`config.mk`:
```
export PLATFORM = sky130hd
export DESIGN_NAME = cd_sdpram_fifo
export DESIGN_NICKNAME = d
export VERILOG_FILES = /design/src/rtl/cd_sdpram_fifo.sv
export SDC_FILE = /design/constraint.sdc
export NUM_CORES = 1
export LEC_CHECK = 0
export ABC_CLOCK_PERIOD_IN_PS = 5050
export BUFFER_PORTS_ARGS = -buffer_cell sky130_fd_sc_hd__buf_2
export CAP_MARGIN = 20
export CORE_UTILIZATION = 53
export DETAILED_ROUTE_END_ITERATION = 16
export PLACE_DENSITY = 0.8
export SYNTH_ARGS = -nofsm -noshare
export SYNTH_HDL_FRONTEND = slang
export SYNTH_SLANG_ARGS = --single-unit
```
`constraint.sdc`:
```
create_clock -name clk -period 5.05 [get_ports clk]
set_input_delay 0.2525 -clock clk [delete_from_list [all_inputs] [get_ports clk]]
set_output_delay 0.2525 -clock clk [all_outputs]
set_load 0.03 [all_outputs]
```
`src/rtl/cd_sdpram_fifo.sv`:
```
// cd_sdpram_fifo
// First-word-fall-through FIFO controller for an external cd_sdpram of the
// same A_WIDTH/D_WIDTH. It owns the write/read pointers and the RAM word
// count. A 2-entry output buffer hides the RAM's 1-cycle read latency, so
// the buffer can deliver 1 word per cycle.
//
// Ports
//   clk       : clock, all logic on the rising edge
//   reset_n   : asynchronous active-low reset
//   clr       : synchronous flush, active high
//   in_data   : write word from the producer
//   in_valid  : the producer has a word
//   in_ready  : the FIFO accepts the word this cycle
//   out_data  : head word (buffer entry b0)
//   out_valid : out_data is valid
//   out_ready : the consumer takes the head this cycle
//   count     : committed words held in the RAM (the output buffer is not
//               included); saturates at 2**A_WIDTH
//   ram_cen   : RAM chip enable, active low
//   ram_ra    : RAM read address
//   ram_rd    : RAM read data, valid the cycle after a read is issued
//   ram_wa    : RAM write address
//   ram_wd    : RAM write data (equal to in_data)
//   ram_wen   : RAM write enable, active low
//
// SP_COMPAT=1 is for a RAM built single-port only. In that mode a read is
// never issued in a write cycle, so a write always wins.
module cd_sdpram_fifo #(
  parameter int A_WIDTH   = 8,
  parameter int D_WIDTH   = 8,
  parameter int SP_COMPAT = 0
) (
  input  logic               clk,
  input  logic               reset_n,
  input  logic               clr,
  input  logic [D_WIDTH-1:0] in_data,
  input  logic               in_valid,
  output logic               in_ready,
  output logic [D_WIDTH-1:0] out_data,
  output logic               out_valid,
  input  logic               out_ready,
  output logic [A_WIDTH:0]   count,
  output logic               ram_cen,
  output logic [A_WIDTH-1:0] ram_ra,
  input  logic [D_WIDTH-1:0] ram_rd,
  output logic [A_WIDTH-1:0] ram_wa,
  output logic [D_WIDTH-1:0] ram_wd,
  output logic               ram_wen
);

  localparam logic [A_WIDTH:0] FULL_CNT = (A_WIDTH+1)'(2**A_WIDTH);

  logic [A_WIDTH-1:0] wptr_r;
  logic [A_WIDTH-1:0] rptr_r;
  logic [A_WIDTH:0]   ram_cnt_r;
  logic               rd_pend_r;
  logic [D_WIDTH-1:0] b0_r;
  logic [D_WIDTH-1:0] b1_r;
  logic [1:0]         occ_r;

  logic               push_s;
  logic               pop_s;
  logic               iss_s;
  logic               sp_block_s;
  logic [2:0]         room_s;
  logic [A_WIDTH:0]   ram_cnt_nxt_s;
  logic [D_WIDTH-1:0] b0_nxt_s;
  logic [D_WIDTH-1:0] b1_nxt_s;
  logic [1:0]         occ_nxt_s;

  assign in_ready = (ram_cnt_r != FULL_CNT) && !clr;
  assign push_s   = in_valid && in_ready;
  assign pop_s    = out_valid && out_ready;

  // Count the slots already claimed after this cycle's pop: words held in
  // the buffer plus a read already in flight. Keep at most 2 claimed slots.
  assign room_s     = {1'b0, occ_r} + {2'b00, rd_pend_r} - {2'b00, pop_s};
  assign sp_block_s = (SP_COMPAT != 0) ? push_s : 1'b0;
  assign iss_s      = (ram_cnt_r != '0) && (room_s < 3'd2) && !clr && !sp_block_s;

  assign ram_cnt_nxt_s = ram_cnt_r + {{A_WIDTH{1'b0}}, push_s}
                                   - {{A_WIDTH{1'b0}}, iss_s};

  assign ram_cen = !(push_s || iss_s);
  assign ram_wen = !push_s;
  assign ram_wa  = wptr_r;
  assign ram_ra  = rptr_r;
  assign ram_wd  = in_data;

  assign out_valid = (occ_r != 2'd0);
  assign out_data  = b0_r;
  assign count     = ram_cnt_r;

  // Next output-buffer state. The pop shift is applied first. The returning
  // read word then goes into the lowest slot that is still free.
  always_comb begin
    b0_nxt_s  = b0_r;
    b1_nxt_s  = b1_r;
    occ_nxt_s = occ_r;
    if (pop_s) begin
      b0_nxt_s  = b1_r;
      occ_nxt_s = occ_r - 2'd1;
    end else begin
      occ_nxt_s = occ_r;
    end
    if (rd_pend_r) begin
      if (occ_nxt_s == 2'd0) begin
        b0_nxt_s = ram_rd;
      end else begin
        b1_nxt_s = ram_rd;
      end
      occ_nxt_s = occ_nxt_s + 2'd1;
    end else begin
      b1_nxt_s = b1_nxt_s;
    end
  end

  // Pointer, count, read-in-flight and buffer registers. A flush discards
  // all of this state, including a read that is still in flight.
  always_ff @(posedge clk or negedge reset_n) begin
    if (!reset_n) begin
      wptr_r    <= '0;
      rptr_r    <= '0;
      ram_cnt_r <= '0;
      rd_pend_r <= 1'b0;
      b0_r      <= '0;
      b1_r      <= '0;
      occ_r     <= 2'd0;
    end else if (clr) begin
      wptr_r    <= '0;
      rptr_r    <= '0;
      ram_cnt_r <= '0;
      rd_pend_r <= 1'b0;
      b0_r      <= '0;
      b1_r      <= '0;
      occ_r     <= 2'd0;
    end else begin
      if (push_s) begin
        wptr_r <= wptr_r + {{(A_WIDTH-1){1'b0}}, 1'b1};
      end
      if (iss_s) begin
        rptr_r <= rptr_r + {{(A_WIDTH-1){1'b0}}, 1'b1};
      end
      ram_cnt_r <= ram_cnt_nxt_s;
      rd_pend_r <= iss_s;
      b0_r      <= b0_nxt_s;
      b1_r      <= b1_nxt_s;
      occ_r     <= occ_nxt_s;
    end
  end

endmodule
```
# ---- After elaboration in Yosys (flattened, before gate mapping)
# Cells that the tools add are included.
dict set report totals {
  in_bits 21
  n_memories 0
  reg_bits 44
  word_cells 50
  latch_bits 0
  output_inout_bits 45
  romBits 0
  mem_bits_rw 0
}
dict set report classes {
  n_bitwise 0
  n_eq_ne 2
  order_cmp 1
  n_shift 0
  mul 0
  div 0
  muxes 16
  addsub 8
  n_reduce_logical 16
}
# operator count
set ops {}
lappend ops {{8-bit two-way mux} 11}
lappend ops {{8-bit by 1-bit adder with 8-bit output (second input constant)} 2}
lappend ops {{9-bit by 1-bit adder with 9-bit output} 1}
lappend ops {{9-bit two-way mux} 1}
lappend ops {{9-bit != test (second input constant)} 1}
lappend ops {{9-bit nonzero test} 1}
lappend ops {{9-bit by 1-bit subtractor with 9-bit output} 1}
lappend ops {{2-bit nonzero test} 4}
lappend ops {{2-bit two-way mux} 3}
lappend ops {{1-bit logical AND} 5}
lappend ops {{2-bit by 1-bit adder with 3-bit output} 1}
lappend ops {{1-bit zero test} 3}
lappend ops {{3-bit by 2-bit less-than comparator with 1-bit output (second input constant)} 1}
lappend ops {{3-bit by 1-bit subtractor with 3-bit output} 1}
lappend ops {{2-bit by 1-bit adder with 2-bit output (second input constant)} 1}
lappend ops {{2-bit zero test} 1}
lappend ops {{2-bit != test (second input constant)} 1}
lappend ops {{2-bit AND reduction} 1}
lappend ops {{2-bit by 1-bit subtractor with 2-bit output (second input constant)} 1}
lappend ops {{1-bit logical OR} 1}
lappend ops {{1-bit two-way mux} 1}

# ---- Logic depth before layout (Yosys ltp)
# Gate-level depths: netlist of run 1.
dict set report logic_depth {
  word_depth 8
  ltp_mapped 22
}

# ---- Least setup slack after synthesis of run 1
# Ideal clock, no wire load.
dict set report synth_path {
  path_kind {register -> register}
  startpoint {register occ_r[1]}
  endpoint {register ram_cnt_r[6] (netlist: count[6])}
  arrival_ns 4.478
  stages_incl_launch_ff 23
  path_slack_ns 0.447
  setup_ns 0.125
  path_cell_list {dfrtp_1 -> inv_1 -> ha_1 -> nand2b_1 -> buf_2 -> clkinv_1 -> ha_1 -> inv_1 -> ha_1 -> inv_1 -> fa_1 -> xnor2_1 -> o211ai_4 -> buf_6 -> nor2_1 -> ha_1 -> inv_1 -> ha_1 -> fa_1 -> and3b_1 -> or3_1 -> a31oi_1 -> mux2_2}
}
dict set report synth_between {
  elab_chain_len 8
  elab_cells_between_ends 9
  classes_between {add/sub: 3; order compare: 1; mux: 1; reduce/logical: 4}
}
# item line_no
set synth_lines {}
lappend synth_lines {{from (decl)} 59} ;# logic [1:0] occ_r;
lappend synth_lines {{from (signal assigned)} 148} ;# occ_r <= occ_nxt_s;
lappend synth_lines {{parallel branches: the longest is 2 deep, another holds 2-bit by 1-bit adder with 3-bit output} n/a}
lappend synth_lines {{3-bit by 1-bit subtractor with 3-bit output (*)} 77} ;# assign room_s = {1'b0, occ_r} + {2'b00, rd_pend_r} - {2'b00, pop_s};
lappend synth_lines {{3-bit by 2-bit less-than comparator with 1-bit output (*)} 79} ;# assign iss_s = (ram_cnt_r != '0) && (room_s < 3'd2) && !clr && !sp_block_s;
lappend synth_lines {{1-bit logical AND (*) (2 in a row)} 79}
lappend synth_lines {{9-bit by 1-bit subtractor with 9-bit output (*)} 82} ;# - {{A_WIDTH{1'b0}}, iss_s};
lappend synth_lines {{9-bit two-way mux (*)} 129} ;# end else if (clr) begin
lappend synth_lines {{to (signal assigned)} 144} ;# ram_cnt_r <= ram_cnt_nxt_s;
lappend synth_lines {{to (decl)} 55} ;# logic [A_WIDTH:0] ram_cnt_r;
# Mark *: on every way between the ends.
# A chain may end at the register's enable or synchronous reset.

# ---- Worst setup path after layout of run 1
# Same ends and word-level chain as after synthesis.

==> flow_summary.ini, run 1 <==
[status]
status = completed

[drt]
wl_per_cell_um = 13.1
viasPerCell = 5.43
vias = 2076
wl_um = 5000
drt_pass1_iterations = 4
drtIter0Drc = 99
drtAntennaViolNets = 0
drcViolationCount = 0

[critical_path]
cp.arrival_ns = 4.68
cp_slowest_stage_delay_ns = 0.43
r2r_slack_ns = 0.56
crit_family = adder cells
cp-end-kind = register
crit_required_ns = 5.23
cp_max_fo = 16
slowest_stage = dfrtp_1
crit_type = reg -> reg
worstPathCellList = inv_1 -> ha_1 -> nand2b_1 -> clkinv_1 -> ha_1 -> inv_1 -> ha_1 -> inv_1 -> fa_1 -> xnor2_1 -> o211ai_4 -> nor2_1 -> ha_1 -> inv_1 -> ha_1 -> fa_1 -> and3b_1 -> or3_1 -> a31oi_1 -> mux2_2
cpMostUsedCell = ha_1
critPathLaunchType = register
path_buf_inv = 5

[timing]
tightest_slew_ns = 0.878
timing.final.crit_share_pct = 89.0
rsz0062_at_grt = false
final.setup_skew_ns = 0.00399
relSlewSlack_pct = 41.3
setup_tns_ns = 0
hold_violations = 0
period_minus_slack_ns = 4.49
setup_viol = 0
max_freq_mhz = 223
drv_slew = 0

[global_route]
grt_pass1_wl_um = 8180
first_global_vias = 1926
grt_max_degree = 51
grtUsageTotal_pct = 20.2
antenna_found_initial = 0
overflow = 0

[clock_tree]
cts_root_buf = clkbuf_8
cts_sinks = 44
ctsResizeCount = 0
cts.path.max_buffers = 2
cts_tree = done
htreeDepth = 2
numCtsBuffers = 5
clk_pin_slew_ns = 0.08
clock_latency_ns = 0.29

[yosys]
ys_ff_latch = 44
yosys_most_used_dff = dfrtp_1
synth_area_mm2 = 0.00259
synth_edf_count = 0
yosys_warnings = 0
yosys.cell_types.count = 44
avgSynthCellArea_um2 = 9.56
yosysSeqAreaShare_pct = 42.5
syn_inst = 271
ys_async_sr_fraction_pct = 100
synth_nets = 313

[die]
num_io_pins = 66
chipWidth_um = 71.9
row_count = 25
start_util_pct = 54.9
dieArea_mm2 = 0.00517
coreArea_mm2 = 0.00472
die_height_um = 71.9

[job]
cap_violations = 0

[worst_hold_path]
hp-class = in -> reg

[cells_and_area]
synthToLayoutAreaGrowth_pct = 14.3
final_common_cell = buf_2
design_area_mm2 = 0.00296
nets = 356
drive_gt1_share_pct = 20.6
most-common-layout-cells = buf_2, dfrtp_1, nor2_1
antenna_cells = 0

[place]
gp_congestion = 0.775
portBuffers = 49
placed_cell_area_mm2 = 0.00283
dp_hpwl_um = 3480

[power_and_ir_drop]
peakVddDrop_mv = 0.305
power_leakage_uw = 0.00145
power_density_mw_per_mm2 = 566
-- cell families (layout without fill, tap and decap cells) --
family	count (synthesis)	after routing	synth area share [%]
simple gates	100	100	19.1
compound gates	47	47	12.7
flops	44	44	42.5
buf+inv	37	81	6.86
fa+ha+maj	21	21	10.7
mux	12	12	4.73
xor+xnor	10	10	3.38
-- synth_stat cells, drive strengths merged (3+ instances only) --
cell type / n / share of area (%)
nand4: 3 / 0.72
clkbuf: 7 / 1.0
mux2i: 10 / 3.9
o31ai: 4 / 1.2
nor2b: 7 / 1.7
nand2: 23 / 3.3
or4: 5 / 1.4
a31oi: 3 / 0.72
or3: 8 / 1.9
o21bai: 3 / 0.87
ha: 19 / 9.2
a21oi: 12 / 2.3
o21ai: 7 / 1.4
nand3: 5 / 0.97
nor2: 37 / 5.4
xnor2: 4 / 1.4
inv: 19 / 2.8
xor2: 6 / 2.0
buf: 10 / 2.9
dfrtp: 44 / 42
a311oi: 8 / 2.7
o211ai: 4 / 1.7
-- routing by layer --
| metal | wire, um | global-route usage, % |
|---|---|---|
| met1 | 2370 | 26.0 |
| met2 | 2370 | 33.0 |
| met3 | 172 | 3.89 |
| met4 | 85 | 9.59 |
| met5 | 0 | 0 |
-- report_power, final --
group / internal, uW / total [uW] / leakage (uW) / switching, uW
clock: 109 / 227 / 0.0000510 / 118
combinational: 368 / 944 / 0.000806 / 575
sequential: 440 / 506 / 0.000595 / 66.3
total: 917 / 1680 / 0.00145 / 759
-- layout make-up --
class	count	area, um2
clock inverter	2	10.0
inverter	20	75.1
clock buffer	6	82.6
fill	404	1760
tap	67	83.8
multi-input combinational	190	1310
timing repair buffer	53	298
sequential	44	1100
-- sequential cells by signal (all words and copies together) (netlist names) --
| name | count |
|---|---|
| out_data | 8 |
| occ_r | 2 |
| ram_wa | 8 |
| b1_r | 8 |
| rd_pend_r | 1 |
| ram_ra | 8 |
| count | 9 |
-- stage by stage --
stage	total power, uW	instances	hold slack [ns]	utilization, %	setup slack (ns)
final	1680	382	0.226	62.7	0.556
after global routing	1820	382	0.233	62.7	0.232
after CTS	1690	380	0.143	61.9	0.548
after detailed placement	1450	372	0.467	60.0	0.563
after global placement	1430	372	0.476	60.0	0.655
after floorplan	1270	271	-0.0431	-	0.447
-- worst min-delay path, stage by stage --
cell and delay, ns:
buf_2 0.09, mux2i_1 0.06, nor2_1 0.08
-- timing repair --
action	4_1_cts	5_1_grt
buffers inserted	0	0
hold buffers	0	1
hold endpoints to repair	0	21
-- worst paths after layout --
check	cells after the start	to	start
max reg2reg	20	count[6]$_DFF_PN0_	occ_r[1]$_DFF_PN0_
min reg2reg	2	b1_r[1]$_DFFE_PN0P_	b1_r[1]$_DFFE_PN0P_
min in group asynchronous	2	ram_ra[6]$_DFFE_PN0P_	reset_n
max	20	count[6]$_DFF_PN0_	occ_r[1]$_DFF_PN0_
min	3	b1_r[3]$_DFFE_PN0P_	ram_rd[3]
max in group asynchronous	3	out_data[6]$_DFF_PN0_	reset_n
(Power assumes the default switching activity.)
==> run 2: changes to the inputs <==
Settings changed: ABC_AREA set to 1, CORE_UTILIZATION 53 to 54.
==> run 2 against run 1 <==
Against the previous run:
- sequential share of layout area fell by 2.3 points
- via count is 12% higher
- maximum frequency increased by 13%
- worst setup slack better by 0.53 ns
- critical endpoint is now count[8]$_DFF_PN0_
==> flow_summary.ini, run 2 <==
[critical_path]
cp-end-kind = register
cp_slowest_stage_delay_ns = 0.43
crit_type = reg -> reg
crit_family = adder cells
critPathLaunchType = register
worstReg2RegEnd = count[8]$_DFF_PN0_
cp_max_fo = 17
crit_required_ns = 5.24
r2r-start = occ_r[1]$_DFF_PN0_
path_buf_inv = 7
worstPathCellList = inv_2 -> ha_1 -> inv_1 -> nand2_2 -> inv_1 -> ha_1 -> inv_1 -> ha_1 -> inv_1 -> fa_1 -> nor2_1 -> nor2_4 -> nand3_4 -> inv_2 -> ha_1 -> inv_1 -> ha_1 -> fa_1 -> nand3_1 -> nand3_1 -> nand2_1 -> nand3_1 -> nand2_1 -> nor2_1
slowest_stage = dfrtp_1
rr_worst_depth = 24
cp.arrival_ns = 4.15
r2r_slack_ns = 1.08

[place]
portBuffers = 49
gp_congestion = 0.793
placed_cell_area_mm2 = 0.00301
dp_hpwl_um = 3920
post-place-ws_ns = 1.09

[die]
num_io_pins = 66
coreArea_mm2 = 0.00485
row_count = 25
chipWidth_um = 73.9
dieArea_mm2 = 0.00546
start_util_pct = 57.6
die_height_um = 73.9

[worst_hold_path]
hold_path_depth = 3
hp-class = in -> reg
hold_start = ram_rd[1]
min_to = b1_r[1]$_DFFE_PN0P_

[clock_tree]
cts_root_buf = clkbuf_8
ctsResizeCount = 0
cts.path.max_buffers = 2
cts_setup_buffers = 0
cts_hold_buf = 0
clk_pin_slew_ns = 0.09
htreeDepth = 2
clock_latency_ns = 0.30
cts_tree = done
cts_sinks = 44
numCtsBuffers = 5

[yosys]
syn_inst = 363
synth_edf_count = 0
yosys_warnings = 0
ys_ff_latch = 44
yosys_most_used_dff = dfrtp_1
yosys.area.top_type_share_pct = 39.4
synth_top_cells_by_count = nand2_1, inv_1, dfrtp_1
synth_nets = 405
yosysMostFrequentCell = nand2_1
ys_async_sr_fraction_pct = 100
yosys.cell_types.count = 31
yosys-top-cells-area = dfrtp_1, nand2_1, inv_1
synth_area_mm2 = 0.00279
yosysTopAreaCell = dfrtp_1
avgSynthCellArea_um2 = 7.69
yosysSeqAreaShare_pct = 39.4

[drt]
wl_met3_um = 202
dr_wl_met2_um = 2520
wl_per_cell_um = 11.5
routedLengthMet1_um = 2660
drcViolationCount = 0
viasPerCell = 4.91
top_layer = met4
drt_pass1_iterations = 4
drtAntennaViolNets = 0
vias = 2323
drtIter0Drc = 116
wl_um = 5460

[cells_and_area]
final_common_cell = nand2_1
synthToLayoutAreaGrowth_pct = 13.0
largest_reg_flops = 9
fillers = 440
most-common-layout-cells = nand2_1, inv_1, buf_2
final_util_pct = 65.1
antenna_cells = 0
design_area_mm2 = 0.00316
nets = 447
drive_gt1_share_pct = 17.7

[timing]
period_minus_slack_ns = 3.97
layout_setup_ws_ns = 1.08
rsz0062_at_grt = false
hold_violations = 0
final.setup_skew_ns = 0.0101
max_freq_mhz = 252
timing.final.crit_share_pct = 78.5
setup_tns_ns = 0
tightest_slew_ns = 0.573
relSlewSlack_pct = 61.7
drv_slew = 0
setup_viol = 0
whs_ns = 0.228

[power_and_ir_drop]
clkPwrFrac_pct = 17.0
power_density_mw_per_mm2 = 539
switching_share_pct = 47.5
pwr-share-comb_pct = 54.1
power_frac_seq_pct = 28.9
netSwitchingPower_uw = 807
intPower_uw = 894
power_leakage_uw = 0.00183
peakVddDrop_mv = 0.265

[global_route]
grtUsageTotal_pct = 22.0
grt_pass1_wl_um = 9180
overflow = 0
antenna_found_initial = 0
first_global_vias = 2114
grt_max_degree = 45

[status]
status = completed

[job]
cap_violations = 0
[run 2: cell families (layout without fill, tap and decap cells)]
group | Yosys count | in the layout | synth area share (%)
DFF | 44 | 44 | 39.4
buffers and inverters | 91 | 134 | 14.2
AOI/OAI and AO/OA | 56 | 56 | 10.7
xor gates and xnor gates | 6 | 6 | 1.88
and+or+nand+nor | 145 | 145 | 23.8
adders and majority gates | 21 | 21 | 9.95
[run 2: worst max path at each step]
stage                     cells past startpoint                from            endpoint  slack [ns]
after floorplan                              24  occ_r[1]$_DFF_PN0_  count[8]$_DFF_PN0_        1.32
after global placement                       24  occ_r[1]$_DFF_PN0_  count[8]$_DFF_PN0_        1.28
after detailed placement                     24  occ_r[1]$_DFF_PN0_  count[8]$_DFF_PN0_        1.09
after CTS                                    24  occ_r[1]$_DFF_PN0_  count[8]$_DFF_PN0_        1.07
after global routing                         25  occ_r[1]$_DFF_PN0_  count[6]$_DFF_PN0_        0.68
final                                        24  occ_r[1]$_DFF_PN0_  count[8]$_DFF_PN0_        1.08
[run 2: routing by layer]
metal	up-vias	global-route usage, %
li1	1224	-
met1	1043	29.9
met2	48	34.5
met3	8	4.80
met4	0	7.91
met5	-	0
[run 2: layout make-up]
type,instances,area [um2],share of cell area (%)
Timing Repair Buffer,51,275,8.72
Clock buffer,6,82.6,2.62
Multi-Input combinational cell,228,1290,41.0
Clock inverter,2,38.8,1.23
Sequential cell,44,1100,34.9
Inverter,75,282,8.92
Tap cell,67,83.8,2.66
[run 2: stage by stage]
stage	power, uW	cells
floorplan	1220	363
global placement	1390	463
detailed placement	1420	463
CTS	1710	471
global route	1860	473
finish	1700	473
[run 2: power groups by stage]
stage	clock network [uW]	logic, uW	registers, uW
floorplan	0	620	603
global placement	0	894	497
detailed placement	0	917	499
CTS	297	923	493
global route	305	1060	503
finish	288	921	492
[run 2: worst min-delay path, delay by kind of cell]
family | cells | cell delay (ns)
AO/OA/AOI/OAI | 1 | 0.08
buffers and inverters | 2 | 0.15
==> run 3: changes to the inputs <==
Settings changed: ABC_CLOCK_PERIOD_IN_PS 5050 to 3300, CORE_UTILIZATION 54 to 49, PLACE_DENSITY 0.8 to 0.77.
Clock period 5.05 ns to 3.3 ns, I/O delays scaled along.
==> run 3 against run 2 <==
Against the previous run:
- maximum frequency is 19% higher
- largest power group unchanged
- clock power increased by 45%
- the flow now finishes with violations (negative setup slack)
- clock skew is 0.0044 ns lower
- routed wire length is 8.2% higher
- core utilization shrank 3.0 points
- via count rose by 6.4%
- register-to-register slack lost 1.1 ns
==> flow_summary.ini, run 3 (same netlist as run 2, synthesis figures left out) <==
[status]
status = complete, but fails checks
violations = negative setup slack

[place]
dp_hpwl_um = 4230
gp_congestion = 0.823
placed_cell_area_mm2 = 0.00318
portBuffers = 49

[clock_tree]
htreeDepth = 2
clk_pin_slew_ns = 0.09
cts_sinks = 44
clock_latency_ns = 0.30
cts_root_buf = clkbuf_8
cts.path.max_buffers = 2
cts_tree = done
numCtsBuffers = 5

[drt]
drt_pass1_iterations = 4
drtAntennaViolNets = 0
wl_per_cell_um = 11.9
drtIter0Drc = 120
drcViolationCount = 0
wl_um = 5910
viasPerCell = 4.99
vias = 2472

[global_route]
grtUsageTotal_pct = 21.0
grt_max_degree = 45
grt_pass1_wl_um = 10100
first_global_vias = 2337
antenna_found_initial = 0
overflow = 0

[die]
coreArea_mm2 = 0.00551
start_util_pct = 50.7
num_io_pins = 66
row_count = 27
die_height_um = 77.5
chipWidth_um = 77.5
dieArea_mm2 = 0.00601

[timing]
period_minus_slack_ns = 3.34
relSlewSlack_pct = 71.4
rsz0062_at_grt = true
setup_viol = 4
layout_setup_ws_ns = -0.0394
timing.final.crit_share_pct = 101
tightest_slew_ns = 0.429
max_freq_mhz = 299
final.setup_skew_ns = 0.00565
drv_slew = 0
hold_violations = 0

[job]
cap_violations = 0

[critical_path]
crit_required_ns = 3.50
cp-end-kind = register
cp.arrival_ns = 3.54
cp_max_fo = 4
r2r-start = occ_r[1]$_DFF_PN0_
setup.worst_path.start = occ_r[1]$_DFF_PN0_
crit_type = reg -> reg
critPathLaunchType = register

[power_and_ir_drop]
total_power_uw = 2990
peakVddDrop_mv = 0.400
power_density_mw_per_mm2 = 873
power_leakage_uw = 0.00190

[cells_and_area]
drive_gt1_share_pct = 26.2
largest_reg_flops = 9
final_common_cell = nand2_1
nets = 464
fillers = 478
most-common-layout-cells = nand2_1, inv_1, buf_2
antenna_cells = 0
multi_input_area_mm2 = 0.00141
synthToLayoutAreaGrowth_pct = 22.4
design_area_mm2 = 0.00342
seq_area_mm2 = 0.00110

[worst_hold_path]
hold_start = ram_rd[0]
hp-class = in -> reg
==> run 3: cell count changes in the layout (fill, tap and decap cells not counted), sizes merged <==
cell and delta:
buf +17, clkbuf -1, clkinvlp +1
==> run 3: per-layer routing <==
layer / routed length (um) / global-route usage (%)
met3: 163 / 3.76
met4: 69 / 6.79
met2: 2940 / 36.4
met5: 0 / 0
met1: 2730 / 26.5
==> run 3: worst paths after layout <==
path,slack [ns],end,cells past startpoint
max reg2reg,-0.04,count[8]$_DFF_PN0_,24
min in group asynchronous,0.22,out_data[7]$_DFF_PN0_,2
max in group asynchronous,2.65,ram_wa[0]$_DFFE_PN0P_,3
max,-0.04,count[8]$_DFF_PN0_,24
min,0.14,b1_r[0]$_DFFE_PN0P_,3
min reg2reg,0.53,b1_r[3]$_DFFE_PN0P_,2
==> run 3: timing repair <==
action,4_1_cts,5_1_grt
hold endpoints to repair,0,44
setup endpoints to repair,3,6
hold buffers,0,1
setup buffers,3,6
gates resized for setup,4,7
pin swaps,4,12
==> run 3: report_power, final <==
group,internal [uW],switching [uW]
logic,697,1120
registers,661,94.4
clock network,224,194
==> run 3: area by class of cell <==
cell class | count | share of cell area (%)
clock buffer | 5 | 2.01
clock inverter | 3 | 1.24
inverter | 75 | 8.67
multi-input combinational | 228 | 41.3
sequential | 44 | 32.2
tap | 72 | 2.63
timing repair buffer | 68 | 11.9
==> run 3: critical path: stages, from the launching register on <==
cell and delay (ns):
dfrtp_1 0.41, inv_2 0.09, ha_4 0.16, inv_8 0.04, nand2_8 0.06, inv_4 0.03
ha_4 0.21, inv_2 0.06, ha_4 0.11, inv_2 0.03, fa_2 0.52, nand2_2 0.07
nor2_4 0.14, nand3_4 0.09, inv_4 0.07, ha_4 0.13, inv_4 0.03, ha_4 0.15
fa_2 0.37, nand3_2 0.09, nand3_4 0.09, nand2_2 0.08, nand3_2 0.07, nand2_1 0.08
nor2_1 0.05
==> run 3: metrics by stage <==
stage | setup slack [ns] | std cells | utilization [%] | hold WS [ns] | setup TNS [ns]
floorplan | -0.0482 | 363 | - | -0.131 | -0.0738
global placement | 0.0396 | 476 | 57.7 | 0.330 | 0
detailed placement | -0.0713 | 476 | 57.7 | 0.330 | -0.144
CTS | 0.00266 | 487 | 60.4 | 0.0565 | 0
global route | -0.168 | 495 | 62.1 | 0.139 | -0.572
finish | -0.0394 | 495 | 62.1 | 0.137 | -0.0748
